`src/rtl/ft_out_mux_pkg.sv`:
```
// Shared definitions for the FT2232 async-FIFO interface blocks:
// FSM state encoding, default bus timing and counter sizing helpers.
package ft_out_mux_pkg;

  localparam int unsigned FT_DATA_W          = 8;
  localparam int unsigned FT_SETUP_CYCLES    = 1;
  localparam int unsigned FT_WR_CYCLES       = 2;
  localparam int unsigned FT_RECOVER_CYCLES  = 2;

  typedef enum logic [2:0] {
    ST_IDLE     = 3'd0,
    ST_SETUP    = 3'd1,
    ST_STROBE   = 3'd2,
    ST_RECOVER  = 3'd3,
    ST_WAIT_TXE = 3'd4
  } omux_state_e;

  // Width of a cycle counter able to hold the largest phase length.
  function automatic int unsigned cycle_cnt_w(input int unsigned a,
                                              input int unsigned b,
                                              input int unsigned c);
    int unsigned m;
    m = a;
    if (b > m) m = b;
    if (c > m) m = c;
    return $clog2(m + 1);
  endfunction

  function automatic int unsigned port_idx_w(input int unsigned n);
    return (n > 1) ? $clog2(n) : 1;
  endfunction

endpackage

```
`src/rtl/ft_out_mux_rr_arbiter.sv`:
```
// Round-robin priority select: first requester at or after the pointer,
// wrapping modulo N_PORTS. Purely combinational.
module ft_out_mux_rr_arbiter
  import ft_out_mux_pkg::*;
#(
  parameter int unsigned N_PORTS = 2,
  parameter int unsigned IDX_W   = port_idx_w(N_PORTS)
) (
  input  logic [N_PORTS-1:0] req,
  input  logic [IDX_W-1:0]   ptr,
  output logic [N_PORTS-1:0] grant_c,
  output logic [IDX_W-1:0]   idx_c
);

  logic [IDX_W-1:0] cand;
  logic             found;

  always_comb begin
    grant_c = '0;
    idx_c   = '0;
    cand    = '0;
    found   = 1'b0;
    for (int unsigned i = 0; i < N_PORTS; i++) begin
      cand = IDX_W'((32'(ptr) + i) % N_PORTS);
      if (!found && req[cand]) begin
        found         = 1'b1;
        grant_c[cand] = 1'b1;
        idx_c         = cand;
      end
    end
  end

endmodule

```
`src/rtl/ft_out_mux.sv`:
```
// FT2232 async-FIFO write-side output stage: round-robin arbitration among
// byte-stream requesters and WR# strobe generation with setup/recover timing.
module ft_out_mux
  import ft_out_mux_pkg::*;
#(
  parameter int unsigned N_PORTS        = 2,
  parameter int unsigned SETUP_CYCLES   = FT_SETUP_CYCLES,
  parameter int unsigned WR_CYCLES      = FT_WR_CYCLES,
  parameter int unsigned RECOVER_CYCLES = FT_RECOVER_CYCLES
) (
  input  logic                           clk_i,
  input  logic                           reset_i,
  input  logic [N_PORTS-1:0]             req_i,
  input  logic [FT_DATA_W*N_PORTS-1:0]   data_i,
  output logic [N_PORTS-1:0]             sel_o,
  input  logic                           ft_txe_n_i,
  output logic                           ft_wr_o,
  output logic [FT_DATA_W-1:0]           ft_data_o,
  output logic                           ft_data_oe_o,
  output logic                           busy_o
);

  localparam int unsigned IDX_W = port_idx_w(N_PORTS);
  localparam int unsigned CNT_W = cycle_cnt_w(SETUP_CYCLES, WR_CYCLES, RECOVER_CYCLES);

  localparam logic [CNT_W-1:0] SETUP_LAST = CNT_W'(SETUP_CYCLES - 1);
  localparam logic [CNT_W-1:0] WR_LAST    = CNT_W'(WR_CYCLES - 1);
  localparam logic [CNT_W-1:0] WR_PRE     = CNT_W'(WR_CYCLES - 2);
  localparam logic [CNT_W-1:0] REC_LAST   = CNT_W'(RECOVER_CYCLES - 1);
  localparam logic [IDX_W-1:0] LAST_PORT  = IDX_W'(N_PORTS - 1);

  logic [1:0]           txe_sync;
  logic                 txe_s;
  omux_state_e          state;
  logic [CNT_W-1:0]     cnt;
  logic [IDX_W-1:0]     grant_idx;
  logic [N_PORTS-1:0]   grant_oh;
  logic [IDX_W-1:0]     rr_ptr;
  logic [IDX_W-1:0]     rr_next;
  logic                 grant_req;
  logic [N_PORTS-1:0]   arb_grant_c;
  logic [IDX_W-1:0]     arb_idx_c;
  logic [FT_DATA_W-1:0] port_byte [N_PORTS];

  for (genvar k = 0; k < N_PORTS; k++) begin : g_port_byte
    assign port_byte[k] = data_i[FT_DATA_W*k +: FT_DATA_W];
  end

  assign txe_s     = txe_sync[1];
  assign grant_req = req_i[grant_idx];
  assign rr_next   = (grant_idx == LAST_PORT) ? '0 : grant_idx + IDX_W'(1);

  // TXE# is driven by the FT2232 clock domain; resynchronise before use.
  always_ff @(posedge clk_i or posedge reset_i) begin
    if (reset_i) txe_sync <= 2'b11;
    else         txe_sync <= {txe_sync[0], ft_txe_n_i};
  end

  ft_out_mux_rr_arbiter #(
    .N_PORTS (N_PORTS),
    .IDX_W   (IDX_W)
  ) u_arb (
    .req     (req_i),
    .ptr     (rr_ptr),
    .grant_c (arb_grant_c),
    .idx_c   (arb_idx_c)
  );

  // Byte sequencer; grant stays locked until the owner drops its request.
  always_ff @(posedge clk_i or posedge reset_i) begin
    if (reset_i) begin
      state        <= ST_IDLE;
      cnt          <= '0;
      grant_idx    <= '0;
      grant_oh     <= '0;
      rr_ptr       <= '0;
      sel_o        <= '0;
      ft_wr_o      <= 1'b0;
      ft_data_o    <= '0;
      ft_data_oe_o <= 1'b0;
      busy_o       <= 1'b0;
    end else begin
      sel_o <= '0;
      case (state)
        ST_IDLE: begin
          if ((|req_i) && !txe_s) begin
            grant_idx    <= arb_idx_c;
            grant_oh     <= arb_grant_c;
            ft_data_o    <= port_byte[arb_idx_c];
            ft_data_oe_o <= 1'b1;
            busy_o       <= 1'b1;
            cnt          <= '0;
            state        <= ST_SETUP;
          end
        end
        ST_SETUP: begin
          if (cnt == SETUP_LAST) begin
            cnt     <= '0;
            ft_wr_o <= 1'b1;
            state   <= ST_STROBE;
            if (WR_CYCLES == 1) sel_o <= grant_oh;
          end else begin
            cnt <= cnt + CNT_W'(1);
          end
        end
        ST_STROBE: begin
          if (cnt == WR_LAST) begin
            cnt     <= '0;
            ft_wr_o <= 1'b0;
            state   <= ST_RECOVER;
          end else begin
            cnt <= cnt + CNT_W'(1);
            // sel lands on the final strobe cycle
            if (WR_CYCLES > 1 && cnt == WR_PRE) sel_o <= grant_oh;
          end
        end
        ST_RECOVER: begin
          if (cnt == REC_LAST) begin
            cnt <= '0;
            if (!grant_req) begin
              grant_oh     <= '0;
              ft_data_oe_o <= 1'b0;
              busy_o       <= 1'b0;
              rr_ptr       <= rr_next;
              state        <= ST_IDLE;
            end else if (!txe_s) begin
              ft_data_o <= port_byte[grant_idx];
              state     <= ST_SETUP;
            end else begin
              state <= ST_WAIT_TXE;
            end
          end else begin
            cnt <= cnt + CNT_W'(1);
          end
        end
        ST_WAIT_TXE: begin
          if (!grant_req) begin
            grant_oh     <= '0;
            ft_data_oe_o <= 1'b0;
            busy_o       <= 1'b0;
            rr_ptr       <= rr_next;
            state        <= ST_IDLE;
          end else if (!txe_s) begin
            ft_data_o <= port_byte[grant_idx];
            cnt       <= '0;
            state     <= ST_SETUP;
          end
        end
        default: state <= ST_IDLE;
      endcase
    end
  end

endmodule

```
`config.mk`:
```
export PLATFORM = sky130hd
export DESIGN_NAME = ft_out_mux
export DESIGN_NICKNAME = d
export VERILOG_FILES = /design/src/rtl/ft_out_mux_pkg.sv /design/src/rtl/ft_out_mux_rr_arbiter.sv /design/src/rtl/ft_out_mux.sv
export SDC_FILE = /design/constraint.sdc
export NUM_CORES = 1
export LEC_CHECK = 0
export ABC_AREA = 1
export BUFFER_PORTS_ARGS = -buffer_cell sky130_fd_sc_hd__buf_2
export CORE_MARGIN = 8
export CORE_UTILIZATION = 52
export CTS_CLUSTER_SIZE = 12
export DETAILED_ROUTE_END_ITERATION = 6
export GPL_ROUTABILITY_DRIVEN = 0
export GPL_TIMING_DRIVEN = 0
export PLACE_DENSITY = 0.88
export SYNTH_ARGS = -nofsm -noshare
export SYNTH_HDL_FRONTEND = slang
export SYNTH_SLANG_ARGS = --single-unit
```
`constraint.sdc`:
```
create_clock -name clk_i -period 1.75 [get_ports clk_i]
set_input_delay 0.0875 -clock clk_i [delete_from_list [all_inputs] [get_ports clk_i]]
set_output_delay 0.0875 -clock clk_i [all_outputs]
set_load 0.05 [all_outputs]
```
Word level (Yosys, flattened, before mapping)
Index checks and enable logic that the tools add are counted. W data, S select, Z words.

$add $sub $neg: 3. $lt $le $gt $ge: 7. Equal/unequal tests: 12. Multiplexer cells: 62. Bitwise logic cells: 3. Reductions and logical operators: 20.

Operators by type and width (number): $mux W8 (10); $mux W2 (13); $mux W3 (8); $pmux W8 S3 (1); $mux W1 (21); $pmux W3 S5 (1); $ne A2 B2 Y1 const B (6); $pmux W2 S4 (1); $eq A3 B2 Y1 const B (2); $lt A1 B2 Y1 const B (3); $pmux W1 S3 (2); $pmux W2 S3 (1); $reduce_and A3 Y1 (2); $reduce_and A5 Y1 (1); $ge A2 B2 Y1 const B (2); $logic_and A1 B1 Y1 (4); $not A1 Y2 (2); $pmux W1 S2 (2); $reduce_and A2 Y1 (2); $reduce_and A4 Y1 (1); $reduce_bool A2 Y1 (2); $reduce_bool A4 Y1 (1); $reduce_or A2 Y1 (2); $eq A3 B1 Y1 const B (1); 12 further kinds (16).

Register bits after elaboration: 24. Input port bits: 21. Logic and storage cells: 118.

Depth between registers and ports, before layout
Depth after elaboration: 12. Mapped depth: 10. Gate-level depth less buffers: 9.

Cells and area by module
Synthesis repeated with hierarchy kept, for this count alone.

Cell total of the unflattened synthesis: 223. Area total of the unflattened synthesis: 1609.0 µm².

Modules (own cells, without submodules): ft_out_mux (instances 1, cells an instance 217, area an instance 1585.3 µm², seq. area each 603.1 µm²); ft_out_mux_rr_arbiter (instances 1, cells an instance 6, area an instance 23.8 µm², seq. area each 0.0 µm²).

Worst setup path before layout
OpenSTA, ideal clock, no wires.

Kind: register -> register. From: reg cnt[1]. To: reg ft_data_o[0]. Library setup time: 0.118 ns. Arrival time: 1.184 ns. Required time: 1.632 ns. Slack: 0.449 ns. Stages on the path, launching flop included: 10. Path buffers: 0. Clock period less this slack: 1.301 ns. Cell sequence: dfrtp_1 -> inv_1 -> ha_1 -> inv_1 -> nand2_2 -> nand2_1 -> nor2_2 -> nand2_4 -> nand2_1 -> nand2_1.

Cells in the longest elaborated chain, start to end: 3.

Ends and longest elaborated chain: start: declaration (RTL line ft_out_mux.sv:35) `logic [CNT_W-1:0] cnt;`; start signal: assignment (RTL line ft_out_mux.sv:103) `cnt <= cnt + CNT_W'(1);`; start signal: assignment (RTL line ft_out_mux.sv:112) `cnt <= cnt + CNT_W'(1);`; start signal: assignment (RTL line ft_out_mux.sv:133) `cnt <= cnt + CNT_W'(1);`; $eq A2 B1 Y1 (RTL line ft_out_mux.sv:118) `if (cnt == REC_LAST) begin`; $ne A2 B2 Y1 (no line); $reduce_and A3 Y1 (no line); end signal: assignment (RTL line ft_out_mux.sv:89) `ft_data_o <= port_byte[arb_idx_c];`; end signal: assignment (RTL line ft_out_mux.sv:127) `ft_data_o <= port_byte[grant_idx];`; end signal: assignment (RTL line ft_out_mux.sv:144) `ft_data_o <= port_byte[grant_idx];`; end: declaration (RTL line ft_out_mux.sv:18) `output logic [FT_DATA_W-1:0] ft_data_o,`.

No other way between the ends. A chain may end at the register's enable or synchronous reset.

Final worst setup path
From: reg cnt[1]. To: reg ft_data_o[5].

Same word-level chain as after synthesis.

==> impl_results.md <==
- Result of the run: complete, no violations
- Post_cts resized: 0
- Sink count of the clock tree: 24
- Count of endpoints failing hold in the final timing report: 0
- Worst hold path startpoint: data_i[0]
- Overall die width: 70.73 um
- DRC violation count after routing: 0
- Element type at the critical path end: register
- Fraction of post-synthesis cell area in the top cell type by area: 35.34%
- Iteration count of the initial detailed-routing pass: 4
- Hold path depth: 7
- Post-route setup TNS: 0 ps
- Internal Pwr Total: 0.001532 W
- HPWL after detailed placement: 2713 um
- Worst endpoint data arrival time: 1740 ps
- Post-Place Setup Slack: 290.8 ps
- Pin slew with the least headroom to its limit: 872.5 ps
- Drt first-iter violations: 102
- Count of flip-flops with a built-in enable after synthesis: 0
- Clk pwr share: 8.9%
- Worst hold endpoint: ft_data_o[0]
- Period Utilization, post-route: 86.20%
- Final slew viol count: 0
- Relative contribution of combinational cells to total power: 63.9%
- Setup slack of the worst register-to-register path: 240 ps
- Largest net degree at the start of global routing: 25
- Lkg Pwr: 1.057 nW
- Initial standard-cell utilization of the core: 52.75%
- Global routing usage summed across all routing layers: 15.74%
- Combined area of the multi-input logic cells: 820.8 um^2
- Shortest clock period the worst path allows after layout: 1509 ps
- Area of the die: 5003 um^2
- Peak Freq: 662.9 MHz
- Most used standard cells in the synthesized netlist: sky130_fd_sc_hd__nand2_1 (100), sky130_fd_sc_hd__dfrtp_1 (22), sky130_fd_sc_hd__inv_1 (21)
- Post-DR vias/cell: 5.198
- Number of levels the H-tree was split into: 1
- Required time of the critical path: 1980 ps
- Summed area of non-filler cells in the final layout: 1821 um^2
- Ys async rst share: 100.0%
- Drt wl/cell: 12.12 um
- Number of filler instances in the final layout: 280
- Footprint of the flip-flops and latches: 603.1 um^2
- Switching share of total power: 55.17%
- Final setup margin: 241.4 ps
- TritonCTS buffer count: 3
- Largest buffer count on any clock path: 2
- Worst clock skew: 6.263 ps
- Hold WS: 152.4 ps
- Setup-violating endpoint count in the final report: 0
- Setup repair after global routing missed its margin: false
- Ports placed on the boundary: 34
- Netlist area before placement: 1558 um^2
- Buffer cell driving the clock tree root: sky130_fd_sc_hd__clkbuf_4
- Final Net Count: 291
- Synth top area cells: sky130_fd_sc_hd__dfrtp_1 (35%), sky130_fd_sc_hd__nand2_1 (24%), sky130_fd_sc_hd__nand3_1 (5.5%), sky130_fd_sc_hd__inv_1 (5.1%), sky130_fd_sc_hd__o21ai_0 (3.9%)
- Mapped Cells: 226
- Startpoint of the lowest-slack register-to-register path: cnt[1]
- Power Dens Cells: 1877 nW/um^2
- Biggest area consumer among synthesized cells: sky130_fd_sc_hd__dfrtp_1
- Final WL: 3611 um
- Number of placement rows: 20
- ANT cells: 0
- Core Region: 2953 um^2
- Clock-pin transition on the worst setup and hold timing paths: 140 ps
- Worst-skew pair later-pin latency: 320 ps
- Flop and latch count out of synthesis: 24
- Vias after detailed routing: 1,549
- Avg Inst Size Synth: 6.893 um^2
- First-pass GRT wire length: 6568 um
- Worst hold path class: input port to register
- CP startpoint kind: register
- Post-layout power: 0.003417 W
- Sequential-to-total area share from yosys stat: 38.71%
- Remaining Overflow, GRT: 0
- Capturing point of the worst reg2reg path: ft_data_o[5]
- Antenna-violating nets left: 0
- Primary flip-flop cell chosen by synthesis mapping: sky130_fd_sc_hd__dfrtp_1
- CP Class: register to register
- Fraction of layout instances using a drive strength above 1: 23.02%
- Proportion of power drawn by flip-flops and latches: 27.2%
- Number of port buffers: 33
- Die span in y: 70.73 um
- Post-synth net total: 251
- Area growth from synthesis to final layout: 16.87%
- Cell with the most instances after synthesis: sky130_fd_sc_hd__nand2_1
- CTS tree: yes
- Switching pwr: 0.001885 W
- Max-capacitance violation count: 0
- Max FO, Critical Path: 8
- Reg2reg path depth: 9
- Area of placed instances: 1764 um^2
- Vias in the first global route: 1,474
- Worst IR Drop VDD: 0.7289 mV
- Relative slew slack: 41.77%
- Distinct cell type count after synthesis: 23
- Antenna violations before repair: 0
- Number of warnings issued by yosys: 0
## routing by layer
layer  vias up  routed length (um)  global-route usage (%)
li1        780                   -                       -
met1       707                1700                   20.19
met4         0                  79                   7.852
met2        53                1590                   24.20
met3         9                 240                   3.531
met5         -                   0                       0
## repair_timing
action                                  in CTS  in global routing
setup buffers                                0                  0
hold buffers                                 2                  0
hold endpoints to repair                    23                  0
endpoints found under the setup margin       0                  0
## cells by family after synthesis
kind of cell    Yosys count  share of synthesized area [%]
flops                    24                          38.71
fa+ha+maj                 4                          3.213
buf+inv                  30                          8.594
compound gates           17                          5.944
simple gates            151                          43.53
## worst max path at each step
stage	start	endpoint	slack (ps)	depth (start not counted)
2_1_floorplan	cnt[1]	ft_data_o[0]	450	9
4_1_cts	cnt[1]	ft_data_o[7]	260	9
3_3_place_gp	cnt[1]	ft_data_o[2]	330	9
6_report	cnt[1]	ft_data_o[5]	240	9
5_1_grt	cnt[1]	ft_data_o[5]	150	9
3_5_place_dp	cnt[1]	ft_data_o[7]	290	9
## state kept, by name, summed over array words and instances, names as in the netlist
register	cells
ft_data_o	8
state	3
cnt	2
grant_oh	2
sel_o	2
txe_sync	2
busy_o	1
ft_data_oe_o	1
ft_wr_o	1
grant_idx	1
rr_ptr	1
## critical path, cell delays in order, from the launching register on
cell	delay, ps
sky130_fd_sc_hd__dfrtp_1	440
sky130_fd_sc_hd__inv_1	90
sky130_fd_sc_hd__ha_1	210
sky130_fd_sc_hd__inv_1	90
sky130_fd_sc_hd__nand2_2	130
sky130_fd_sc_hd__nand2_1	80
sky130_fd_sc_hd__nor2_2	140
sky130_fd_sc_hd__nand2_4	110
sky130_fd_sc_hd__nand2_1	80
sky130_fd_sc_hd__nand2_1	50
## area by class of cell
type                    instances  share of cell area, %
plain buffers                   4                  1.718
inverters                      26                  5.636
clock buffers                   4                  1.993
multi-input cells             172                  45.09
repair buffers                 35                  10.17
well taps                      33                  2.268
flip-flops and latches         24                  33.13
## power by group through the flow
| stage | Sequential (W) | Combinational [W] | Clock (W) |
|---|---|---|---|
| floorplan | 0.00137 | 0.00126 | 0 |
| global placement | 0.000930 | 0.00212 | 0 |
| detailed placement | 0.000938 | 0.00216 | 0 |
| CTS | 0.000929 | 0.00218 | 0.000303 |
| global route | 0.000960 | 0.00243 | 0.000328 |
| finish | 0.000930 | 0.00218 | 0.000303 |
## placed cells by master, fill, tap and decap left out, drive strengths merged
cell type and count:
inv 26, nand3b 6, clkbuf 5, nor2 15, dfstp 2, o211ai 1
o21ai 14, nand2 108, dlygate4sd3 2, dfrtp 22, ha 4, buf 36
a22oi 2, nand3 20, nor3 2
## through the flow
stage	std cells	utilization, %
3_3_place_gp	292	59.75
6_report	298	61.65
4_1_cts	298	61.65
5_1_grt	298	61.65
3_5_place_dp	292	59.75
2_1_floorplan	226	-
No activity file was read; power rests on OpenSTA's default activity.
